File: src/rtl/regfile_wr_sched.sv
// regfile_wr_sched: zero-fills the register file after reset, then shares its write port between core writeback and a debug channel.
// Optional debug read channel is enabled by defining REGFILE_DBG_RD_EN.
module regfile_wr_sched #(
    parameter int NUM_REGS   = 32,
    parameter int ADDR_W     = 5,
    parameter int DATA_W     = 32,
    parameter int STARVE_LIM = 4
) (
    input  logic              clk,
    input  logic              rst_n,
    input  logic              i_core_wr_en,
    input  logic [ADDR_W-1:0] i_core_wr_addr,
    input  logic [DATA_W-1:0] i_core_wr_dat,
    output logic              o_core_stall,
    input  logic              i_dbg_valid,
    output logic              o_dbg_ready,
    input  logic              i_dbg_we,
    input  logic [ADDR_W-1:0] i_dbg_addr,
    input  logic [DATA_W-1:0] i_dbg_dat,
`ifdef REGFILE_DBG_RD_EN
    output logic [ADDR_W-1:0] o_dbg_rd_addr,
    input  logic [DATA_W-1:0] i_dbg_rd_dat,
    output logic [DATA_W-1:0] o_dbg_rdata,
    output logic              o_dbg_rvalid,
`endif
    output logic              o_rf_wr_en,
    output logic [ADDR_W-1:0] o_rf_wr_addr,
    output logic [DATA_W-1:0] o_rf_wr_dat,
    output logic              o_init_done
);
    localparam logic [0:0] CLEAR = 1'b0;
    localparam logic [0:0] RUN   = 1'b1;
    localparam logic [ADDR_W-1:0] LAST = ADDR_W'(NUM_REGS - 1);
    localparam logic [3:0] LIM = 4'(STARVE_LIM);

    logic [0:0]        state;
    logic [ADDR_W-1:0] clr_ptr;
    logic [3:0]        starve_cnt;
    logic              init_done;
    logic              run;
    logic              dbg_win;
    logic              dbg_wr;

    always_comb begin
        run          = state == RUN;
        dbg_win      = run & i_dbg_valid & (!i_core_wr_en | starve_cnt == LIM);
`ifdef REGFILE_DBG_RD_EN
        dbg_wr       = dbg_win & i_dbg_we;
`else
        dbg_wr       = dbg_win;
`endif
        o_dbg_ready  = dbg_win;
        o_core_stall = !run | (dbg_win & i_core_wr_en);
        // A granted debug request owns the port even for reads or x0, so the stalled core never writes.
        o_rf_wr_en   = rst_n & (!run | (dbg_win ? dbg_wr & (i_dbg_addr != '0) : i_core_wr_en));
        o_rf_wr_addr = !run ? clr_ptr : dbg_win ? i_dbg_addr : i_core_wr_addr;
        o_rf_wr_dat  = !run ? '0 : dbg_win ? i_dbg_dat : i_core_wr_dat;
        o_init_done  = init_done;
    end

    always_ff @(posedge clk or negedge rst_n) begin
        if (!rst_n) begin
            state      <= CLEAR;
            clr_ptr    <= ADDR_W'(1);
            starve_cnt <= '0;
            init_done  <= 1'b0;
        end else begin
            if (!run) begin
                clr_ptr <= clr_ptr + ADDR_W'(1);
                if (clr_ptr == LAST) begin
                    state     <= RUN;
                    init_done <= 1'b1;
                end
            end
            starve_cnt <= (run & i_dbg_valid & !dbg_win)
                        ? (starve_cnt == LIM ? starve_cnt : starve_cnt + 4'd1) : '0;
        end
    end

`ifdef REGFILE_DBG_RD_EN
    assign o_dbg_rd_addr = i_dbg_addr;

    always_ff @(posedge clk or negedge rst_n) begin
        if (!rst_n) begin
            o_dbg_rdata  <= '0;
            o_dbg_rvalid <= 1'b0;
        end else begin
            o_dbg_rvalid <= dbg_win & !i_dbg_we;
            if (dbg_win & !i_dbg_we)
                o_dbg_rdata <= i_dbg_rd_dat;
        end
    end
`else
    logic unused_dbg_we;
    assign unused_dbg_we = i_dbg_we;
`endif
endmodule

File: config.mk
export PLATFORM = sky130hd
export DESIGN_NAME = regfile_wr_sched
export DESIGN_NICKNAME = d
export VERILOG_FILES = /design/src/rtl/regfile_wr_sched.sv
export SDC_FILE = /design/constraint.sdc
export NUM_CORES = 1
export LEC_CHECK = 0
export ABC_AREA = 1
export CORE_MARGIN = 2
export CORE_UTILIZATION = 27
export CTS_BUF_LIST = sky130_fd_sc_hd__clkbuf_4 sky130_fd_sc_hd__clkbuf_8
export DETAILED_ROUTE_END_ITERATION = 7
export MAX_ROUTING_LAYER = met4
export PLACE_DENSITY = 0.8
export SYNTH_ARGS = -nofsm -noshare
export SYNTH_HDL_FRONTEND = slang
export SYNTH_SLANG_ARGS = --single-unit
File: constraint.sdc
create_clock -name clk -period 1.4 [get_ports clk]
set_input_delay 0.21 -clock clk [delete_from_list [all_inputs] [get_ports clk]]
set_output_delay 0.21 -clock clk [all_outputs]
set_load 0.05 [all_outputs]
==> metrics, run 1 <==
sw frac 0.405; Layout area overhead 224%; Worst setup SP type flip-flop; pin count of the biggest net entering global routing 26; Adder-Cell Fraction of Synth Area 0.0429; CP most frequent cell nand2_4; failing checks negative setup slack; fin crit share 1.39; Syn Std Cell Area 1170 µm²; R2R Path End run$_DFF_PN0_; fmax 515 MHz; internal power component 1280 µW; placed cell areas 3300 µm²; Final Max Tran Viols 0; first-pass GRT wire length 9.38 mm; Post-DP HPWL 4.54 mm; IO Port Bufs 118; area fraction of the dominant cell type after synthesis 0.267; Via Count 1979; number of diodes 0; top cell type by total area after synthesis nand2_1; worst setup margin -0.541 ns; worst path arrival time 1.73 ns; DRC Markers 0; P_leak 0.00180 µW; Final setup viols 41; DIE AREA 4860 µm²; Compound-Gate Fraction of Synth Area 0.0236; grt ovf 0; critical path type reg -> out; CTS tree yes; hold slack 0.322 ns; Max Cap Viol 0; Worst Max-Slew Pin Slew 0.275 ns; clock sink count 11; vias per cell 5.10; largest family of logic cells by synthesized area simple AND/OR/NAND/NOR gates; VDD IR-drop max 0.692 mV; reg2reg path depth 5; post-synth cell types 25; vias in the first global route 1983; non-filler cells, final 388; Logic pwr share 0.682; Synth Flop Type dfrtp_1; die width 69.7 µm; Simple-Gate Fraction of Synth Area 0.538; Worst Setup End Kind output port; Net Sw Power 872 µW; Critical path destination o_rf_wr_dat[12]; yosys warns 0; crit path max fanout 8; Avg WL per Cell 19.8 µm; reg-to-reg setup timing slack -0.01 ns; Crit. Startpoint starve_cnt[1]$_DFFE_PN0P_; FFs w/ async S/R, synth 1.00; Routed WL 7.67 mm; P per Cell Area 568 nW/µm²; CP required 1.19 ns; GR Util All Layers 0.245; most common cell after layout, fill and taps aside clkdlybuf4s50_1; Post-Syn Nets 280; CTS Root Buffer Type clkbuf_8; total core area 4090 µm²; clk_lat worst skew 0.25 ns; min cycle time layout 1.94 ns; Starting DRT DRC Count 78; Slew headroom 0.817; worst slack, placed -0.329 ns; initial antenna violation count 0; CP max stage cell dfrtp_1; cells taking the most area after synthesis nand2_1 (27%), dfrtp_1 (21%), nand3_1 (18%); worst min-delay path class in -> async; CP Cell Sequence inv_2 -> ha_4 -> nand3_4 -> nand2_4 -> nand2_8 -> clkinv_8 -> clkbuf_16 -> nand2_2 -> nand2_4 -> buf_12; GPL Wtd Cong 0.810; Largest stage delay, worst path 0.39 ns; reg-to-reg startpoint clr_ptr[0]$_DFFE_PN1N_; H-tree depth 1; Num CTS Buffers 3; layout cells sized above 1 0.538; final hold violation count 0; DRT antenna net count 0; XOR/XNOR Fraction of Synth Area 0.0376; Syn Inst Count 197; Avg Cell Area, Syn 5.92 µm²; Ports 120; post-synthesis mux area share 0; Setup Skew 0.0149 ns; Pwr Total 2150 µW; RSZ-0062 raised after global routing yes; Starting Density 0.285; Clk pwr share 0.167; crit-path leading delay family buffers and inverters; Post-Layout Inst Area 3780 µm²; Placed Cells 376; Worst path depth 10; Reg clk slew, reported paths 0.06 ns; most frequent cells in the layout clkdlybuf4s50_1 (77), nand2_4 (53), buf_12 (45); CTS max path bufs 2; Synth Register Bits 11; Reg power frac 0.151; DRT Pass-1 Iters 4; die height 69.7 µm; Hold Buf Count CTS 0; final net count 422; CP bufs+invs 4; sequential share of the synthesized area 0.237; Rows 23; status complete, but fails checks; Post-synth EDFFs 0
==> area by class of cell <==
type | count | area, µm²
tap | 50 | 62.6
fill | 138 | 303
inverter | 16 | 72.6
multi-input combinational | 158 | 1380
clock buffer | 4 | 48.8
timing repair buffer | 149 | 1940
sequential | 11 | 277
==> power by group through the flow <==
stage	clock (µW)	combinational [µW]	sequential [µW]
global route	373	1510	324
floorplan	0	606	329
finish	359	1470	324
CTS	339	1350	323
detailed placement	0	1330	328
global placement	0	1310	328
==> repair_timing <==
action                     CTS  global route
setup endpoints to repair   41            42
gates resized for setup     20            60
gates cloned                 0             3
pin swaps                    1             8
buffers inserted             3             2
==> synth_stat cells (all sizes together), types with 2 or more instances <==
master and n:
clkbuf 2, xor2 2, xnor2 3, inv 16, buf 10, or2 2
dfrtp 10, nand3 44, nor2 11, o21bai 2, ha 4, nand2 86
==> worst min-delay path by stage <==
stage | to | slack (ns) | cells after the start | start
global route | starve_cnt[0]$_DFFE_PN0P_ | 0.35 | 2 | rst_n
global placement | clr_ptr[3]$_DFFE_PN0N_ | 0.48 | 1 | clr_ptr[3]$_DFFE_PN0N_
floorplan | clr_ptr[1]$_DFFE_PN0N_ | -0.09 | 0 | rst_n
detailed placement | clr_ptr[3]$_DFFE_PN0N_ | 0.50 | 1 | clr_ptr[3]$_DFFE_PN0N_
finish | starve_cnt[0]$_DFFE_PN0P_ | 0.32 | 2 | rst_n
CTS | starve_cnt[3]$_DFFE_PN0P_ | 0.30 | 2 | rst_n
==> logic make-up (layout without fill, tap and decap cells) <==
group / count (synthesis) / in the layout
compound gates: 4 / 4
xor+xnor: 5 / 5
fa+ha+maj: 4 / 4
buf+inv: 28 / 169
flops: 11 / 11
simple gates: 145 / 145
==> registers in the layout (all words and copies together), names as in the netlist <==
signal,cells
clr_ptr,5
starve_cnt,4
o_init_done,1
run,1
==> metrics by stage <==
stage               utilization  setup TNS (ns)
floorplan                     -           -4.49
global placement          0.808          -10.00
detailed placement        0.808          -10.86
CTS                       0.843          -18.99
global route              0.926          -21.84
finish                    0.926          -20.28
==> metal layers <==
metal | GRT usage | routed length [µm]
met1 | 0.266 | 2790
met3 | 0.0320 | 403
met4 | 0.0748 | 262
met2 | 0.462 | 4220
met5 | - | 0
Power figures use the tool's default switching activity.
==> inputs of run 2 (changes only) <==
--- a/config.mk
+++ b/config.mk
@@ -11,7 +11,7 @@
 export CTS_BUF_LIST = sky130_fd_sc_hd__clkbuf_4 sky130_fd_sc_hd__clkbuf_8
 export DETAILED_ROUTE_END_ITERATION = 7
 export MAX_ROUTING_LAYER = met4
-export PLACE_DENSITY = 0.8
+export PLACE_DENSITY = 0.82
 export SYNTH_ARGS = -nofsm -noshare
 export SYNTH_HDL_FRONTEND = slang
 export SYNTH_SLANG_ARGS = --single-unit
==> run 2 against run 1 <==
The flow still finishes with violations (negative setup slack). Total power fell by 3.8%. Via count decreased by 3.5%. Clock skew is 0.0091 ns lower. Combinational power down 3%. Clock power is 10% lower. Sequential share of layout area grew 0.26 points. Hold slack got worse by 0.024 ns. Clock-buffer cell count decreased by 1. Sequential power hardly changed. Non-clock buffer count is 2 lower. Wire length decreased by 15%. Critical path depth unchanged. Critical path type unchanged.
==> metrics, run 2 (synthesis gave the netlist of run 1 again) <==
most frequent cells in the layout clkdlybuf4s50_1 (77), buf_12 (45), nand2_4 (43); Largest stage delay, worst path 0.40 ns (about the same); VDD IR-drop max 0.614 mV (-11%); Final Max Tran Viols 0 (unchanged); DRT Pass-1 Iters 5 (+1); Post-DP HPWL 4.42 mm (-2.7%); Setup Skew 0.00578 ns (-0.00910 ns); post-route setup TNS -20.26 ns (+0.0195 ns); number of diodes 0 (unchanged); grt ovf 0 (unchanged); CP bufs+invs 4 (unchanged); IO Port Bufs 118 (unchanged); CTS tree yes; Post-Layout Inst Area 3650 µm² (-3.4%); placed cell areas 3300 µm² (unchanged); P_leak 0.00172 µW (-4.7%); hold slack 0.298 ns (-0.0243 ns); fmax 513 MHz (-0.41%); vias in the first global route 1902 (-4.1%); RSZ-0062 raised after global routing yes; failing checks negative setup slack; CP Cell Sequence inv_1 -> ha_2 -> nand3_4 -> nand2_4 -> nand2_8 -> clkinv_8 -> clkbuf_16 -> nand2_1 -> nand2_4 -> buf_12; Worst setup SP type flip-flop; CP required 1.19 ns (about the same); clock sink count 11 (unchanged); status complete, but fails checks; layout cells sized above 1 0.491 (-0.0474); CP max stage cell dfrtp_1; DRT antenna net count 0 (unchanged); DIE AREA 4860 µm² (unchanged); Rows 23 (unchanged); Layout area overhead 213%; worst path arrival time 1.74 ns (about the same); Via Count 1910 (-3.5%); final hold violation count 0 (unchanged); GR Util All Layers 0.224 (-0.0211); first-pass GRT wire length 8.56 mm (-8.8%); Starting Density 0.285 (unchanged); worst slack, placed -0.319 ns (+0.0101 ns); crit path max fanout 9 (+1); worst setup margin -0.549 ns (-0.00790 ns); most common cell after layout, fill and taps aside clkdlybuf4s50_1; total core area 4090 µm² (unchanged); vias per cell 4.95 (-3.0%); Worst Setup End Kind output port; Worst Max-Slew Pin Slew 0.280 ns (+0.00502 ns); Final setup viols 40 (-2.4%); worst min-delay path class in -> async; die width 69.7 µm (unchanged); Fillers 182 (+32%); Ports 120 (unchanged); P per Cell Area 566 nW/µm² (-0.37%); Hold Buf Count CTS 0 (unchanged); Avg WL per Cell 16.9 µm (-14%); fin crit share 1.39 (+0.00565); Slew headroom 0.813 (-0.00335); GPL Wtd Cong 0.896 (+11%); Routed WL 6.54 mm (-15%); crit-path leading delay family buffers and inverters; die height 69.7 µm (unchanged); Reg clk slew, reported paths 0.05 ns (about the same); Max Cap Viol 0 (unchanged); initial antenna violation count 0 (unchanged); clk_lat worst skew 0.24 ns (about the same); Num CTS Buffers 3 (unchanged); biggest regs clr_ptr (5), starve_cnt (4); min cycle time layout 1.95 ns (+0.00790 ns); Biggest register clr_ptr; H-tree depth 1 (unchanged); CP most frequent cell nand2_4; DRC Markers 0 (unchanged); critical path type reg -> out; pin count of the biggest net entering global routing 30 (+15%); CTS Root Buffer Type clkbuf_8; Starting DRT DRC Count 67 (-14%); final net count 420 (-0.47%); CTS max path bufs 2 (unchanged); number of flip-flops under the largest register name 5 (unchanged)
[run 2: worst reg2reg max path: cells and delay by family, from the launching register on]
family / cells / cell delay [ns]
flops: 1 / 0.40
fa+ha+maj: 1 / 0.19
buf+inv: 3 / 0.35
simple gates: 3 / 0.31
[run 2: path summary, 6_finish.rpt]
kind	slack, ns	cells past startpoint	startpoint	end
max in group asynchronous	0.88	2	rst_n	clr_ptr[0]$_DFFE_PN1N_
min	0.30	2	rst_n	o_init_done$_DFFE_PN0P_
max reg2reg	0.05	7	starve_cnt[1]$_DFFE_PN0P_	starve_cnt[3]$_DFFE_PN0P_
min in group clk	0.52	1	o_init_done$_DFFE_PN0P_	o_init_done$_DFFE_PN0P_
max	-0.55	10	starve_cnt[1]$_DFFE_PN0P_	o_rf_wr_dat[15]
min reg2reg	0.52	1	o_init_done$_DFFE_PN0P_	o_init_done$_DFFE_PN0P_
[run 2: final cells by class]
class / instances / area [µm²] / share of cell area
inverters: 16 / 72.6 / 0.0199
clock buffers: 3 / 41.3 / 0.0113
repair buffers: 147 / 1910 / 0.523
flip-flops and latches: 11 / 277 / 0.0757
clock inverters: 1 / 5.00 / 0.00137
well taps: 50 / 62.6 / 0.0171
multi-input cells: 158 / 1280 / 0.351
[run 2: repair_timing]
item / 4_1_cts / 5_1_grt
cloned: 0 / 3
setup endpoints to repair: 40 / 41
resized for setup: 16 / 36
setup buffers: 3 / 0
[run 2: through the flow]
| stage | power (µW) | instances | util |
|---|---|---|---|
| floorplan | 935 | 197 | - |
| global placement | 1630 | 376 | 0.808 |
| detailed placement | 1650 | 376 | 0.808 |
| CTS | 2000 | 383 | 0.839 |
| global route | 2140 | 386 | 0.894 |
| finish | 2070 | 386 | 0.894 |
[run 2: routing by layer]
layer | track usage | vias up | wire length (µm)
met5 | - | - | 0
met4 | 0.0577 | 0 | 265
met3 | 0.0494 | 26 | 350
met2 | 0.433 | 85 | 3600
met1 | 0.227 | 899 | 2320
li1 | - | 900 | -
[run 2: report_power, final]
part           leakage, µW  switching [µW]  total (µW)  internal (µW)
clock            0.0000255             127         323            196
combinational      0.00155             698        1420            725
sequential        0.000139            2.04         323            321
total              0.00172             826        2070           1240
==> inputs of run 3 (changes only) <==
--- a/config.mk
+++ b/config.mk
@@ -6,6 +6,7 @@
 export NUM_CORES = 1
 export LEC_CHECK = 0
 export ABC_AREA = 1
+export ABC_CLOCK_PERIOD_IN_PS = 1400
 export CORE_MARGIN = 2
 export CORE_UTILIZATION = 27
 export CTS_BUF_LIST = sky130_fd_sc_hd__clkbuf_4 sky130_fd_sc_hd__clkbuf_8
==> results of run 3 <==
Final layout, timing and power as in run 2 (identical DEF).
